==> config.mk <==
export PLATFORM = sky130hd
export DESIGN_NAME = core_wb_bus_bridge
export DESIGN_NICKNAME = d
export VERILOG_FILES = /design/src/rtl/core_bus_pkg.sv /design/src/rtl/rr_arbiter.sv /design/src/rtl/core_wb_bus_bridge.sv
export SDC_FILE = /design/constraint.sdc
export NUM_CORES = 1
export LEC_CHECK = 0
export BUFFER_PORTS_ARGS = -buffer_cell sky130_fd_sc_hd__buf_2
export CAP_MARGIN = 20
export CORE_AREA = 2 2 148 150
export DETAILED_ROUTE_END_ITERATION = 8
export DIE_AREA = 0 0 150 152
export PLACE_DENSITY = 0.68
export SLEW_MARGIN = 20
export SYNTH_ARGS = -nofsm -noshare
export SYNTH_HDL_FRONTEND = slang
export SYNTH_SLANG_ARGS = --single-unit
==> constraint.sdc <==
create_clock -name clk -period 1.65 [get_ports clk]
set_input_delay 0.33 -clock clk [delete_from_list [all_inputs] [get_ports clk]]
set_output_delay 0.33 -clock clk [all_outputs]
set_load 0.02 [all_outputs]
==> src/rtl/core_bus_pkg.sv <==
`default_nettype none
// ============================================================================
// core_bus_pkg : shared FSM/route types and index-width helper for the bridge
// Rev 1.0
// ============================================================================
package core_bus_pkg;

  typedef enum logic [1:0] {
    ST_IDLE = 2'd0,
    ST_BUSY = 2'd1,
    ST_RESP = 2'd2
  } bridge_state_e;

  typedef enum logic {
    ROUTE_MAIN = 1'b0,
    ROUTE_DMEM = 1'b1
  } route_e;

  // A single requester still needs a 1-bit index so vectors stay legal.
  function automatic int idx_width(input int n);
    return (n > 1) ? $clog2(n) : 1;
  endfunction

endpackage
`default_nettype wire

==> src/rtl/rr_arbiter.sv <==
`default_nettype none
// ============================================================================
// rr_arbiter : N-way round-robin, first requester at or after ptr_i wins
// Rev 1.0
// ============================================================================
module rr_arbiter
  import core_bus_pkg::*;
#(
  parameter int  N_PORTS = 2,
  localparam int IDX_W   = idx_width(N_PORTS)
) (
  input  logic [N_PORTS-1:0] req_i,
  input  logic [IDX_W-1:0]   ptr_i,
  output logic               valid_o,
  output logic [N_PORTS-1:0] grant_o,
  output logic [IDX_W-1:0]   idx_o
);

  logic             found;
  int               sum;
  logic [IDX_W-1:0] cand;

  always_comb begin
    found   = 1'b0;
    grant_o = '0;
    idx_o   = '0;
    sum     = 0;
    cand    = '0;
    for (int off = 0; off < N_PORTS; off++) begin
      sum = int'(ptr_i) + off;
      if (sum >= N_PORTS) begin
        sum = sum - N_PORTS;
      end
      cand = IDX_W'(sum);
      if (!found && req_i[cand]) begin
        found         = 1'b1;
        grant_o[cand] = 1'b1;
        idx_o         = cand;
      end
    end
    valid_o = found;
  end

endmodule
`default_nettype wire

==> src/rtl/core_wb_bus_bridge.sv <==
`default_nettype none
// ============================================================================
// core_wb_bus_bridge : N-requester to Wishbone bridge, one outstanding access,
// optional second-memory window and per-access timeout.  Rev 1.0
// ============================================================================
module core_wb_bus_bridge
  import core_bus_pkg::*;
#(
  parameter int                N_PORTS        = 2,
  parameter int                ADDR_W         = 32,
  parameter int                DATA_W         = 32,
  parameter int                SECOND_MEM_EN  = 0,
  parameter logic [ADDR_W-1:0] DMEM_BASE      = 32'h8000_0000,
  parameter logic [ADDR_W-1:0] DMEM_MASK      = 32'hF000_0000,
  parameter int                TIMEOUT_CYCLES = 1024,
  localparam int               STRB_W         = DATA_W / 8
) (
  input  logic                        clk,
  input  logic                        rst_n,
  input  logic [N_PORTS-1:0]          req_valid_i,
  input  logic [N_PORTS-1:0]          req_we_i,
  input  logic [N_PORTS*ADDR_W-1:0]   req_addr_i,
  input  logic [N_PORTS*DATA_W-1:0]   req_wdata_i,
  input  logic [N_PORTS*STRB_W-1:0]   req_wstrb_i,
  output logic [DATA_W-1:0]           rsp_rdata_o,
  output logic [N_PORTS-1:0]          rsp_ack_o,
  output logic [N_PORTS-1:0]          rsp_err_o,
  output logic                        core_cyc,
  output logic                        core_stb,
  output logic                        core_we,
  output logic [STRB_W-1:0]           core_wstrb,
  output logic [ADDR_W-1:0]           core_addr,
  output logic [DATA_W-1:0]           core_data_out,
  input  logic [DATA_W-1:0]           core_data_in,
  input  logic                        core_ack,
  output logic                        data_mem_cyc,
  output logic                        data_mem_stb,
  output logic                        data_mem_we,
  output logic [STRB_W-1:0]           data_mem_wstrb,
  output logic [ADDR_W-1:0]           data_mem_addr,
  output logic [DATA_W-1:0]           data_mem_data_out,
  input  logic [DATA_W-1:0]           data_mem_data_in,
  input  logic                        data_mem_ack
);

  localparam int               IDX_W    = idx_width(N_PORTS);
  localparam int               CNT_W    = (TIMEOUT_CYCLES > 1) ? $clog2(TIMEOUT_CYCLES) : 1;
  localparam logic [CNT_W-1:0] TMO_LAST = (TIMEOUT_CYCLES > 0) ? CNT_W'(TIMEOUT_CYCLES - 1) : '0;
  localparam logic [IDX_W-1:0] IDX_LAST = IDX_W'(N_PORTS - 1);

  bridge_state_e       state_q, state_d;
  logic [IDX_W-1:0]    ptr_q, ptr_d;
  logic [IDX_W-1:0]    idx_q, idx_d;
  logic [N_PORTS-1:0]  grant_q, grant_d;
  logic                we_q, we_d;
  logic [ADDR_W-1:0]   addr_q, addr_d;
  logic [DATA_W-1:0]   wdata_q, wdata_d;
  logic [STRB_W-1:0]   wstrb_q, wstrb_d;
  route_e              route_q, route_d;
  logic                cyc_q, cyc_d;
  logic [CNT_W-1:0]    cnt_q, cnt_d;
  logic [DATA_W-1:0]   rdata_q, rdata_d;
  logic [N_PORTS-1:0]  rsp_ack_q, rsp_ack_d;
  logic [N_PORTS-1:0]  rsp_err_q, rsp_err_d;

  logic                arb_valid;
  logic [N_PORTS-1:0]  arb_grant;
  logic [IDX_W-1:0]    arb_idx;
  logic [ADDR_W-1:0]   gnt_addr;
  logic                main_sel;
  logic                dmem_sel;
  logic                sel_ack;
  logic [DATA_W-1:0]   sel_rdata;

  rr_arbiter #(
    .N_PORTS (N_PORTS)
  ) u_arb (
    .req_i   (req_valid_i),
    .ptr_i   (ptr_q),
    .valid_o (arb_valid),
    .grant_o (arb_grant),
    .idx_o   (arb_idx)
  );

  assign main_sel = (route_q == ROUTE_MAIN);

  if (SECOND_MEM_EN != 0) begin : g_dmem
    assign dmem_sel = (route_q == ROUTE_DMEM);
  end else begin : g_no_dmem
    assign dmem_sel = 1'b0;
  end

  assign sel_ack   = main_sel ? core_ack     : data_mem_ack;
  assign sel_rdata = main_sel ? core_data_in : data_mem_data_in;
  assign gnt_addr  = req_addr_i[int'(arb_idx)*ADDR_W +: ADDR_W];

  always_comb begin
    state_d   = state_q;
    ptr_d     = ptr_q;
    idx_d     = idx_q;
    grant_d   = grant_q;
    we_d      = we_q;
    addr_d    = addr_q;
    wdata_d   = wdata_q;
    wstrb_d   = wstrb_q;
    route_d   = route_q;
    cyc_d     = cyc_q;
    cnt_d     = cnt_q;
    rdata_d   = rdata_q;
    rsp_ack_d = '0;
    rsp_err_d = '0;
    case (state_q)
      ST_IDLE: begin
        if (arb_valid) begin
          idx_d   = arb_idx;
          grant_d = arb_grant;
          we_d    = req_we_i[arb_idx];
          addr_d  = gnt_addr;
          wdata_d = req_wdata_i[int'(arb_idx)*DATA_W +: DATA_W];
          wstrb_d = req_wstrb_i[int'(arb_idx)*STRB_W +: STRB_W];
          route_d = ((SECOND_MEM_EN != 0) && ((gnt_addr & DMEM_MASK) == DMEM_BASE))
                    ? ROUTE_DMEM : ROUTE_MAIN;
          cyc_d   = 1'b1;
          cnt_d   = '0;
          state_d = ST_BUSY;
        end
      end
      ST_BUSY: begin
        // Ack is checked first so a same-cycle ack beats the timeout.
        if (sel_ack) begin
          cyc_d     = 1'b0;
          rdata_d   = we_q ? '0 : sel_rdata;
          rsp_ack_d = grant_q;
          state_d   = ST_RESP;
        end else if ((TIMEOUT_CYCLES > 0) && (cnt_q == TMO_LAST)) begin
          cyc_d     = 1'b0;
          rdata_d   = '0;
          rsp_err_d = grant_q;
          state_d   = ST_RESP;
        end else if (TIMEOUT_CYCLES > 0) begin
          cnt_d = cnt_q + 1'b1;
        end
      end
      ST_RESP: begin
        ptr_d   = (idx_q == IDX_LAST) ? '0 : idx_q + 1'b1;
        cnt_d   = '0;
        state_d = ST_IDLE;
      end
      default: state_d = ST_IDLE;
    endcase
  end

  always_ff @(posedge clk) begin
    if (!rst_n) begin
      state_q   <= ST_IDLE;
      ptr_q     <= '0;
      idx_q     <= '0;
      grant_q   <= '0;
      we_q      <= 1'b0;
      addr_q    <= '0;
      wdata_q   <= '0;
      wstrb_q   <= '0;
      route_q   <= ROUTE_MAIN;
      cyc_q     <= 1'b0;
      cnt_q     <= '0;
      rdata_q   <= '0;
      rsp_ack_q <= '0;
      rsp_err_q <= '0;
    end else begin
      state_q   <= state_d;
      ptr_q     <= ptr_d;
      idx_q     <= idx_d;
      grant_q   <= grant_d;
      we_q      <= we_d;
      addr_q    <= addr_d;
      wdata_q   <= wdata_d;
      wstrb_q   <= wstrb_d;
      route_q   <= route_d;
      cyc_q     <= cyc_d;
      cnt_q     <= cnt_d;
      rdata_q   <= rdata_d;
      rsp_ack_q <= rsp_ack_d;
      rsp_err_q <= rsp_err_d;
    end
  end

  assign rsp_rdata_o = rdata_q;
  assign rsp_ack_o   = rsp_ack_q;
  assign rsp_err_o   = rsp_err_q;

  assign core_cyc          = cyc_q & main_sel;
  assign core_stb          = cyc_q & main_sel;
  assign core_we           = we_q & main_sel;
  assign core_wstrb        = main_sel ? wstrb_q : '0;
  assign core_addr         = main_sel ? addr_q  : '0;
  assign core_data_out     = main_sel ? wdata_q : '0;

  assign data_mem_cyc      = cyc_q & dmem_sel;
  assign data_mem_stb      = cyc_q & dmem_sel;
  assign data_mem_we       = we_q & dmem_sel;
  assign data_mem_wstrb    = dmem_sel ? wstrb_q : '0;
  assign data_mem_addr     = dmem_sel ? addr_q  : '0;
  assign data_mem_data_out = dmem_sel ? wdata_q : '0;

endmodule
`default_nettype wire

Word level (Yosys, flattened, before mapping)
Index checks and enable logic that the tools add are counted.
- reductions and logical operators: 15
- equal/unequal tests: 7
- shift-type cells: 3
- magnitude comparators: 7
- bitwise gates (word level): 4
- add/sub/neg operators: 5
- muxes and demuxes: 34
- operators by type and width (cell ; count):
    variable part select 64 x 7 -> 32 bit ; 2
    two-way mux 32 bit ; 3
    two-way mux 10 bit ; 3
    case mux 10 bit (3 select lines) ; 1
    two-way mux 1 bit ; 18
    adder 10 x 1 -> 10 bit (second input constant) ; 1
    == test 10 bit (second input constant) ; 1
    two-way mux 2 bit ; 5
    variable part select 8 x 4 -> 4 bit ; 1
    less-than comparator 1 x 2 -> 1 bit (second input constant) ; 3
    inequality test 2 bit (second input constant) ; 3
    AND reduction 2 bit ; 3
    AND reduction 3 bit ; 2
    case mux 2 bit (2 select lines) ; 1
    AND reduction 4 bit ; 1
    nonzero test 2 bit ; 2
    OR reduction 4 bit ; 1
    logical AND 1 bit ; 3
    inequality test 3 bit (second input constant) ; 1
    NOT 1 bit ; 3
    nonzero test 3 bit ; 1
    adder 1 x 1 -> 2 bit (second input constant) ; 1
    demux 1 bit (select 1 bit) ; 2
    == test 2 x 1 -> 1 bit (second input constant) ; 1
    10 further kinds ; 12
- register bits after elaboration: 122
- output and inout bits: 178
- logic and storage cells: 88

Depth between registers and ports, before layout
Gate-level depths: netlist of the first run.
- depth after elaboration: 10
- mapped depth: 7
- mapped depth without buffers: 6

Cells and area by module
A second synthesis of the first run with hierarchy kept.
- cells, all modules: 636
- area total of the unflattened synthesis: 5845.6 µm²
- by module, submodules not included (module ; cells each ; times used ; area an instance (µm²)):
    core_wb_bus_bridge ; 631 ; 1 ; 5813.1
    rr_arbiter ; 5 ; 1 ; 32.5

Worst setup path after synthesis of the first run
No wires, ideal clock.
- path type: reg2reg
- start point: register state_q[0]
- end point: register cnt_q[8]
- setup time: 0.122 ns
- arrival: 1.719 ns
- cell stages (with the launch flop): 7
- path buffers: 0
- path slack: -0.190 ns
- required time: 1.528 ns
- path through: dfxtp_1 > inv_1 > ha_1 > nor3b_2 > a211oi_1 > o21ai_1 > o311a_1
- word-level cells in the longest chain between the ends: 3
- ends and longest elaborated chain (element ; line ; text):
    start: declaration ; core_wb_bus_bridge.sv:51 ; bridge_state_e state_q, state_d;
    start signal: assignment ; core_wb_bus_bridge.sv:170 ; state_q <= state_d;
    == test 2 x 1 -> 1 bit (tied with other cells) ; core_wb_bus_bridge.sv:112 ; case (state_q)
    inequality test 2 bit (no source line) or nonzero test 3 bit (tied branches) ; -- ;
    AND reduction 4 bit (no source line) ; -- ;
    end signal: assignment ; core_wb_bus_bridge.sv:180 ; cnt_q <= cnt_d;
    end: declaration ; core_wb_bus_bridge.sv:61 ; logic [CNT_W-1:0] cnt_q, cnt_d;
Parallel ways exist; a longest one is shown, timed or not.
A chain may end at the register's enable or synchronous reset.

Final worst setup path of the first run
- start point: register state_q[1]
- end point: register cnt_q[5]
The elaborated chain is that of the path after synthesis.

==> results.sh, run 1 <==
export IMPL_outcome="complete, but fails checks"
export IMPL_violations="setup timing"
export IMPL_rsz0062_at_grt="true"
export IMPL_dpl_instance_area_um2=7388
export IMPL_grt_overflow=0
export IMPL_r2r_slack_ns=-0.1
export IMPL_layout_commonest_cell="buf_2"
export IMPL_p_int_w=0.006753
export IMPL_min_period_ns=1.746
export IMPL_max_slew_margin_rel=0.6354
export IMPL_yosysUniqueCellTypes=47
export IMPL_wl_per_cell_um=14.61
export IMPL_worst_setup_path_type="reg -> reg"
export IMPL_cp_max_fo=3
export IMPL_synth_warnings=0
export IMPL_start_util=0.2618
export IMPL_setup_violations=7
export IMPL_syn_avg_cell_area_um2=9.573
export IMPL_drt_iter0_drc=176
export IMPL_gr_usage_all_layers=0.1281
export IMPL_ir_drop_mv=0.5980
export IMPL_dr_pass1_iters=4
export IMPL_post_place_ws_ns=-0.09014
export IMPL_fillCellCount=2105
export IMPL_ioPinCount=386
export IMPL_postLayoutCellArea_um2=8572
export IMPL_worst_slew_pin_slew_ns=0.5469
export IMPL_crit_family="simple AND/OR/NAND/NOR gates"
export IMPL_grt_use_met2=0.2244
export IMPL_synthCells=584
export IMPL_yosysTopAreaCellShare=0.4369
export IMPL_slowest_stage="or4_4"
export IMPL_gr_usage_met3=0.04354
export IMPL_drt_total_wl_um=17600
export IMPL_syn_cell_area_um2=5590
export IMPL_ys_async_sr_fraction=0
export IMPL_grt_pass1_vias=4762
export IMPL_mostFrequentLayoutCells="buf_2, dfxtp_1, conb_1"
export IMPL_final_setup_worst_slack_ns=-0.09639
export IMPL_die_x_um=150
export IMPL_swShare=0.3256
export IMPL_grt_max_degree=79
export IMPL_fin_nets=1124
export IMPL_max_stage_delay_ns=0.50
export IMPL_leakagePower_nw=4.310
export IMPL_critical_path_buf_inv_count=2
export IMPL_ant_nets=0
export IMPL_power_density_nw_per_um2=1168
export IMPL_final_util=0.4015
export IMPL_port_buffers=281
export IMPL_busiest_layer="met2"
export IMPL_max_cap_violations=0
export IMPL_htreeDepth=4
export IMPL_use_met1=0.1451
export IMPL_grt_pass1_wl_um=23200
export IMPL_antenna_found_initial=0
export IMPL_cp_start_kind="register"
export IMPL_hold_start="core_data_in[12]"
export IMPL_synth_seq_cells=122
export IMPL_power_switching_w=0.003260
export IMPL_synth_edf_count=0
export IMPL_cp_arrival_ns=2.11
export IMPL_fmax_mhz=572.6
export IMPL_place_gp_congestion=0.8280
export IMPL_endpoint_kind="register"
export IMPL_cts_root_buf="clkbuf_16"
export IMPL_synth_area_leader_cell="dfxtp_1"
export IMPL_cts_tree="done"
export IMPL_via_per_inst=4.448
export IMPL_worstPathRequired_ns=2.01
export IMPL_ys_flop_type="dfxtp_1"
export IMPL_hold_violations=0
export IMPL_die_height_um=152
export IMPL_clkPwrFrac=0.371
export IMPL_vias=5355
export IMPL_core_area_um2=21350
export IMPL_pwr_share_seq=0.343
export IMPL_insertion_delay_ns=0.42
export IMPL_cts_buffer_depth=2
export IMPL_syn_to_final_growth_pct=53.33
export IMPL_min_to="rsp_rdata_o[12]$_SDFFE_PN0P_"
export IMPL_die_area_um2=22800
export IMPL_maxSlewViolCount=0
export IMPL_crit_chain="inv_4, ha_4, nor3b_4, or4_4, buf_4, nor4_4, o221a_2"
export IMPL_synth_area_leaders="dfxtp_1, mux2i_1, buf_4"
export IMPL_rr_startpoint="state_q[1]$_SDFFE_PN0P_"
export IMPL_hold_depth=2
export IMPL_ys_seq_area_frac=0.4369
export IMPL_skew_ns=0.008878
export IMPL_drc=0
export IMPL_dp_hpwl_um=10960
export IMPL_reg2reg_to="cnt_q[5]$_SDFFE_PN0P_"
export IMPL_min_path_type="in -> reg"
export IMPL_rows=54
export IMPL_power_w=0.01001
export IMPL_antenna_cells=0
export IMPL_reg2regPathDepth=7
export IMPL_drive_gt1_frac=0.4784
export IMPL_clkTransAtPathRegs_ns=0.06
export IMPL_cts_inserted_buffers=17
export IMPL_clock_sinks=122
export IMPL_fin_crit_sh=1.058
export IMPL_combPwrFrac=0.286
-- stage by stage --
step           hold WS, ns  setup TNS [ns]  cells
3_3_place_gp        0.4457         -0.2616   1148
6_report            0.1192         -0.3964   1204
3_5_place_dp        0.4504          -1.311   1148
4_1_cts            0.09299         -0.2770   1184
5_1_grt            0.09817          -1.256   1204
2_1_floorplan       0.4081        -0.04635    654
-- state kept, by name (all words and copies together), names as in the netlist --
signal       count
rsp_ack_o        2
addr_q          32
we_q             1
rsp_rdata_o     32
wdata_q         32
cnt_q           10
idx_q            1
wstrb_q          4
ptr_q            1
rsp_err_o        2
cyc_q            1
state_q          2
grant_q          2
-- how the worst max path moves through the flow --
stage / startpoint / endpoint / slack (ns) / cells after the start
after floorplan: state_q[0]$_SDFFE_PN0P_ / cnt_q[0]$_SDFFE_PN0P_ / -0.05 / 6
after global placement: state_q[1]$_SDFFE_PN0P_ / cnt_q[0]$_SDFFE_PN0P_ / -0.08 / 6
after detailed placement: state_q[1]$_SDFFE_PN0P_ / cnt_q[0]$_SDFFE_PN0P_ / -0.09 / 6
after CTS: state_q[1]$_SDFFE_PN0P_ / cnt_q[0]$_SDFFE_PN0P_ / -0.11 / 6
after global routing: state_q[1]$_SDFFE_PN0P_ / cnt_q[6]$_SDFFE_PN0P_ / -0.19 / 8
final: state_q[1]$_SDFFE_PN0P_ / cnt_q[5]$_SDFFE_PN0P_ / -0.1 / 7
-- synthesized netlist by cell type (2+ instances only) --
master,instances
o21ai_0,11
nand2_1,13
a211oi_1,71
nor3_1,6
nor2_1,76
or3_1,2
a22o_1,32
dfxtp_1,122
nor4_1,3
o311a_1,2
mux2i_1,70
nand3_1,8
clkbuf_1,26
o311ai_0,2
o221a_2,2
buf_2,11
o21ai_1,2
buf_4,74
a21oi_1,8
ha_1,5
inv_1,12
-- power groups by stage --
| stage | registers [W] | logic, W | clock network (W) |
|---|---|---|---|
| global route | 0.00348 | 0.00309 | 0.00399 |
| global placement | 0.00349 | 0.00226 | 0 |
| detailed placement | 0.00349 | 0.00228 | 0 |
| finish | 0.00344 | 0.00286 | 0.00372 |
| floorplan | 0.00385 | 0.00117 | 0 |
| CTS | 0.00343 | 0.00232 | 0.00383 |
-- metal layers --
| layer | routed length (um) | share of wire |
|---|---|---|
| met1 | 7363 | 0.42 |
| met2 | 8667 | 0.49 |
| met3 | 1271 | 0.072 |
| met4 | 292 | 0.017 |
| met5 | 0 | 0 |
-- cell families after synthesis --
| logic type | count (synthesis) | synth area share |
|---|---|---|
| buffers and inverters | 125 | 0.1374 |
| DFF | 122 | 0.4369 |
| other | 1 | 0.0006708 |
| AOI/OAI and AO/OA | 143 | 0.1947 |
| muxes | 70 | 0.1253 |
| adders and majority gates | 5 | 0.01119 |
| and+or+nand+nor | 118 | 0.09378 |
-- final cells by class --
class                           count  area (um2)  area share
Clock buffer                       18       439.2     0.05123
Clock inverter                     14       146.4     0.01708
Inverter                           12       47.55    0.005547
Multi-Input combinational cell    407        2932      0.3420
Sequential cell                   122        2451      0.2859
Tap cell                          280       350.3     0.04087
Timing Repair Buffer              351        2206      0.2573
-- worst register-to-register path: stages, from the launching register on --
cell and delay, ns:
dfxtp_2 0.35, inv_4 0.05, ha_4 0.15, nor3b_4 0.15
or4_4 0.50, buf_4 0.17, nor4_4 0.12, o221a_2 0.21
-- repair_timing --
item	in CTS	in global routing
hold buffers	0	0
setup endpoints to repair	40	103
cloned	0	13
pin swaps	6	24
buffers inserted	4	7
resized for setup	8	54
No activity file was read; power rests on OpenSTA's default activity.
==> run 2, diff against run 1 <==
--- a/config.mk
+++ b/config.mk
@@ -5,12 +5,12 @@
 export SDC_FILE = /design/constraint.sdc
 export NUM_CORES = 1
 export LEC_CHECK = 0
+export ABC_AREA = 1
 export BUFFER_PORTS_ARGS = -buffer_cell sky130_fd_sc_hd__buf_2
 export CAP_MARGIN = 20
-export CORE_AREA = 2 2 148 150
+export CORE_AREA = 2 2 151 153
 export DETAILED_ROUTE_END_ITERATION = 8
-export DIE_AREA = 0 0 150 152
-export PLACE_DENSITY = 0.68
+export DIE_AREA = 0 0 153 155
 export SLEW_MARGIN = 20
 export SYNTH_ARGS = -nofsm -noshare
 export SYNTH_HDL_FRONTEND = slang
==> results.sh, run 2 <==
export IMPL_outcome="complete, no violations"
export IMPL_layout_commonest_cell="buf_2"
export IMPL_post_cts_buffers=0
export IMPL_rsz0062_at_grt="false"
export IMPL_min_to="rsp_rdata_o[26]$_SDFFE_PN0P_"
export IMPL_swShare=0.3622
export IMPL_clkTransAtPathRegs_ns=0.06
export IMPL_synthCells=747
export IMPL_drt_iter0_drc=294
export IMPL_insertion_delay_ns=0.42
export IMPL_cp_start_kind="register"
export IMPL_wl_per_cell_um=13.25
export IMPL_grt_max_degree=60
export IMPL_ys_flop_type="dfxtp_1"
export IMPL_hold_start="core_data_in[26]"
export IMPL_antenna_found_initial=1
export IMPL_layout_area_seq_um2=2450
export IMPL_worstPathRequired_ns=1.96
export IMPL_max_cap_violations=0
export IMPL_power_density_nw_per_um2=1346
export IMPL_min_path_type="in -> reg"
export IMPL_min_period_ns=1.516
export IMPL_clkPwrFrac=0.323
export IMPL_core_area_um2=22230
export IMPL_fillCellCount=2362
export IMPL_hold_violations=0
export IMPL_drt_total_wl_um=17620
export IMPL_die_x_um=153
export IMPL_synthTopCellsByCount="nand2_1, dfxtp_1, nand3_1, buf_4, o211a_1"
export IMPL_port_buffers=281
export IMPL_syn_cell_area_um2=5838
export IMPL_maxSlewViolCount=0
export IMPL_cts_inserted_buffers=17
export IMPL_rr_startpoint="state_q[0]$_SDFFE_PN0P_"
export IMPL_drive_gt1_frac=0.3538
export IMPL_crit_start="state_q[0]$_SDFFE_PN0P_"
export IMPL_synth_warnings=0
export IMPL_yosysMostFrequentCell="nand2_1"
export IMPL_ant_nets=0
export IMPL_grt_overflow=0
export IMPL_hold_depth=3
export IMPL_syn_to_final_growth_pct=38.92
export IMPL_cts_buffer_depth=2
export IMPL_p_int_w=0.006965
export IMPL_place_gp_congestion=0.7988
export IMPL_skew_ns=0.009990
export IMPL_multi_input_area_um2=2843
export IMPL_die_height_um=155
export IMPL_r2r_slack_ns=0.13
export IMPL_mostFrequentLayoutCells="buf_2, nand2_1, dfxtp_1"
export IMPL_worst_setup_path_type="reg -> reg"
export IMPL_synth_area_leader_cell="dfxtp_1"
export IMPL_grt_pass1_wl_um=27390
export IMPL_ys_seq_area_frac=0.4183
export IMPL_power_switching_w=0.003955
export IMPL_synth_edf_count=0
export IMPL_setup_violations=0
export IMPL_reg2regPathDepth=10
export IMPL_htreeDepth=4
export IMPL_via_per_inst=4.395
export IMPL_cp_max_fo=5
export IMPL_gr_usage_all_layers=0.1439
export IMPL_vias=5841
export IMPL_ys_async_sr_fraction=0
export IMPL_cts_root_buf="clkbuf_16"
export IMPL_postLayoutCellArea_um2=8110
export IMPL_tns_ns=0
export IMPL_synth_seq_cells=122
export IMPL_syn_avg_cell_area_um2=7.815
export IMPL_combPwrFrac=0.331
export IMPL_rows=55
export IMPL_synth_area_leaders="dfxtp_1, nand2_1, o211a_1"
export IMPL_pwr_share_seq=0.346
export IMPL_dr_pass1_iters=5
export IMPL_dpl_instance_area_um2=7472
export IMPL_dp_hpwl_um=12800
export IMPL_fin_nets=1243
export IMPL_clock_sinks=122
export IMPL_fin_crit_sh=0.9190
export IMPL_die_area_um2=23720
export IMPL_drc=0
export IMPL_ioPinCount=386
export IMPL_cp_arrival_ns=1.83
export IMPL_cts_tree="done"
export IMPL_ir_drop_mv=0.6789
export IMPL_reg2reg_to="cnt_q[5]$_SDFFE_PN0P_"
export IMPL_grt_pass1_vias=5293
export IMPL_yosysUniqueCellTypes=27
export IMPL_endpoint_kind="register"
export IMPL_yosysTopAreaCellShare=0.4183
export IMPL_fmax_mhz=659.5
export IMPL_start_util=0.2627
export IMPL_leakagePower_nw=4.517
run 2: final cells by class:
| class | count | area share |
|---|---|---|
| Multi-Input combinational cell | 549 | 0.3505 |
| Sequential cell | 122 | 0.3021 |
| Antenna cell | 1 | 0.0003085 |
| Clock buffer | 19 | 0.05338 |
| Tap cell | 285 | 0.04397 |
| Clock inverter | 13 | 0.01512 |
| Timing Repair Buffer | 313 | 0.2211 |
| Inverter | 27 | 0.01358 |
run 2: worst max-delay path, cell delays in order (launching register included):
cell     delay, ns
dfxtp_4       0.36
inv_2         0.06
ha_2          0.25
or2_2         0.28
nand2_2       0.08
inv_1         0.06
buf_4         0.15
nand3_1       0.06
nand2_1       0.05
nand2_1       0.06
inv_1         0.03
run 2: per-stage QoR:
stage | utilization | hold slack, ns | std cells | total power, W | worst slack (ns)
after floorplan | - | 0.4068 | 817 | 0.006164 | 0.1431
after detailed placement | 0.3362 | 0.4350 | 1295 | 0.007402 | 0.01939
after global placement | 0.3362 | 0.4255 | 1295 | 0.007368 | 0.03487
after global routing | 0.3649 | 0.1459 | 1329 | 0.01156 | 0.003465
final | 0.3649 | 0.1464 | 1329 | 0.01092 | 0.1337
after CTS | 0.3612 | 0.1271 | 1327 | 0.01100 | 0.008759
run 2: what timing repair did:
item,4_1_cts,5_1_grt
hold endpoints to repair,0,0
hold buffers,0,0
setup endpoints to repair,0,113
resized for setup,0,22
run 2: worst max-delay path by stage:
stage                                               to  slack [ns]  cells after the start
after floorplan           rsp_rdata_o[25]$_SDFFE_PN0P_        0.14                      8
after global placement           cnt_q[8]$_SDFFE_PN0P_        0.03                     10
after detailed placement         cnt_q[5]$_SDFFE_PN0P_        0.02                     10
after CTS                     wdata_q[31]$_SDFFE_PN0P_       0.009                      9
after global routing      rsp_rdata_o[10]$_SDFFE_PN0P_       0.003                      9
final                            cnt_q[5]$_SDFFE_PN0P_        0.13                     10
run 2: kinds of logic (layout without fill, tap and decap cells):
kind of cell / count (synthesis) / in the layout / synth area share
other cells: 1 / 72 / 0.0006423
compound gates: 121 / 121 / 0.1708
flops: 122 / 122 / 0.4183
fa+ha+maj: 5 / 5 / 0.01072
xor+xnor: 1 / 1 / 0.001500
simple gates: 351 / 351 / 0.2505
buf+inv: 146 / 372 / 0.1475
run 2: power by group through the flow:
stage / logic [W] / registers [W] / clock network, W
after detailed placement: 0.00359 / 0.00382 / 0
final: 0.00362 / 0.00377 / 0.00353
after floorplan: 0.00177 / 0.00440 / 0
after CTS: 0.00359 / 0.00376 / 0.00365
after global routing: 0.00395 / 0.00384 / 0.00378
after global placement: 0.00357 / 0.00380 / 0
run 2: layer usage:
layer | global-route usage | share of wire | vias to the layer above
met2 | 0.2518 | 0.50 | 236
met4 | 0.04718 | 0.018 | 0
met5 | 0 | 0 | -
li1 | - | - | 2918
met1 | 0.1666 | 0.41 | 2665
met3 | 0.04680 | 0.072 | 22
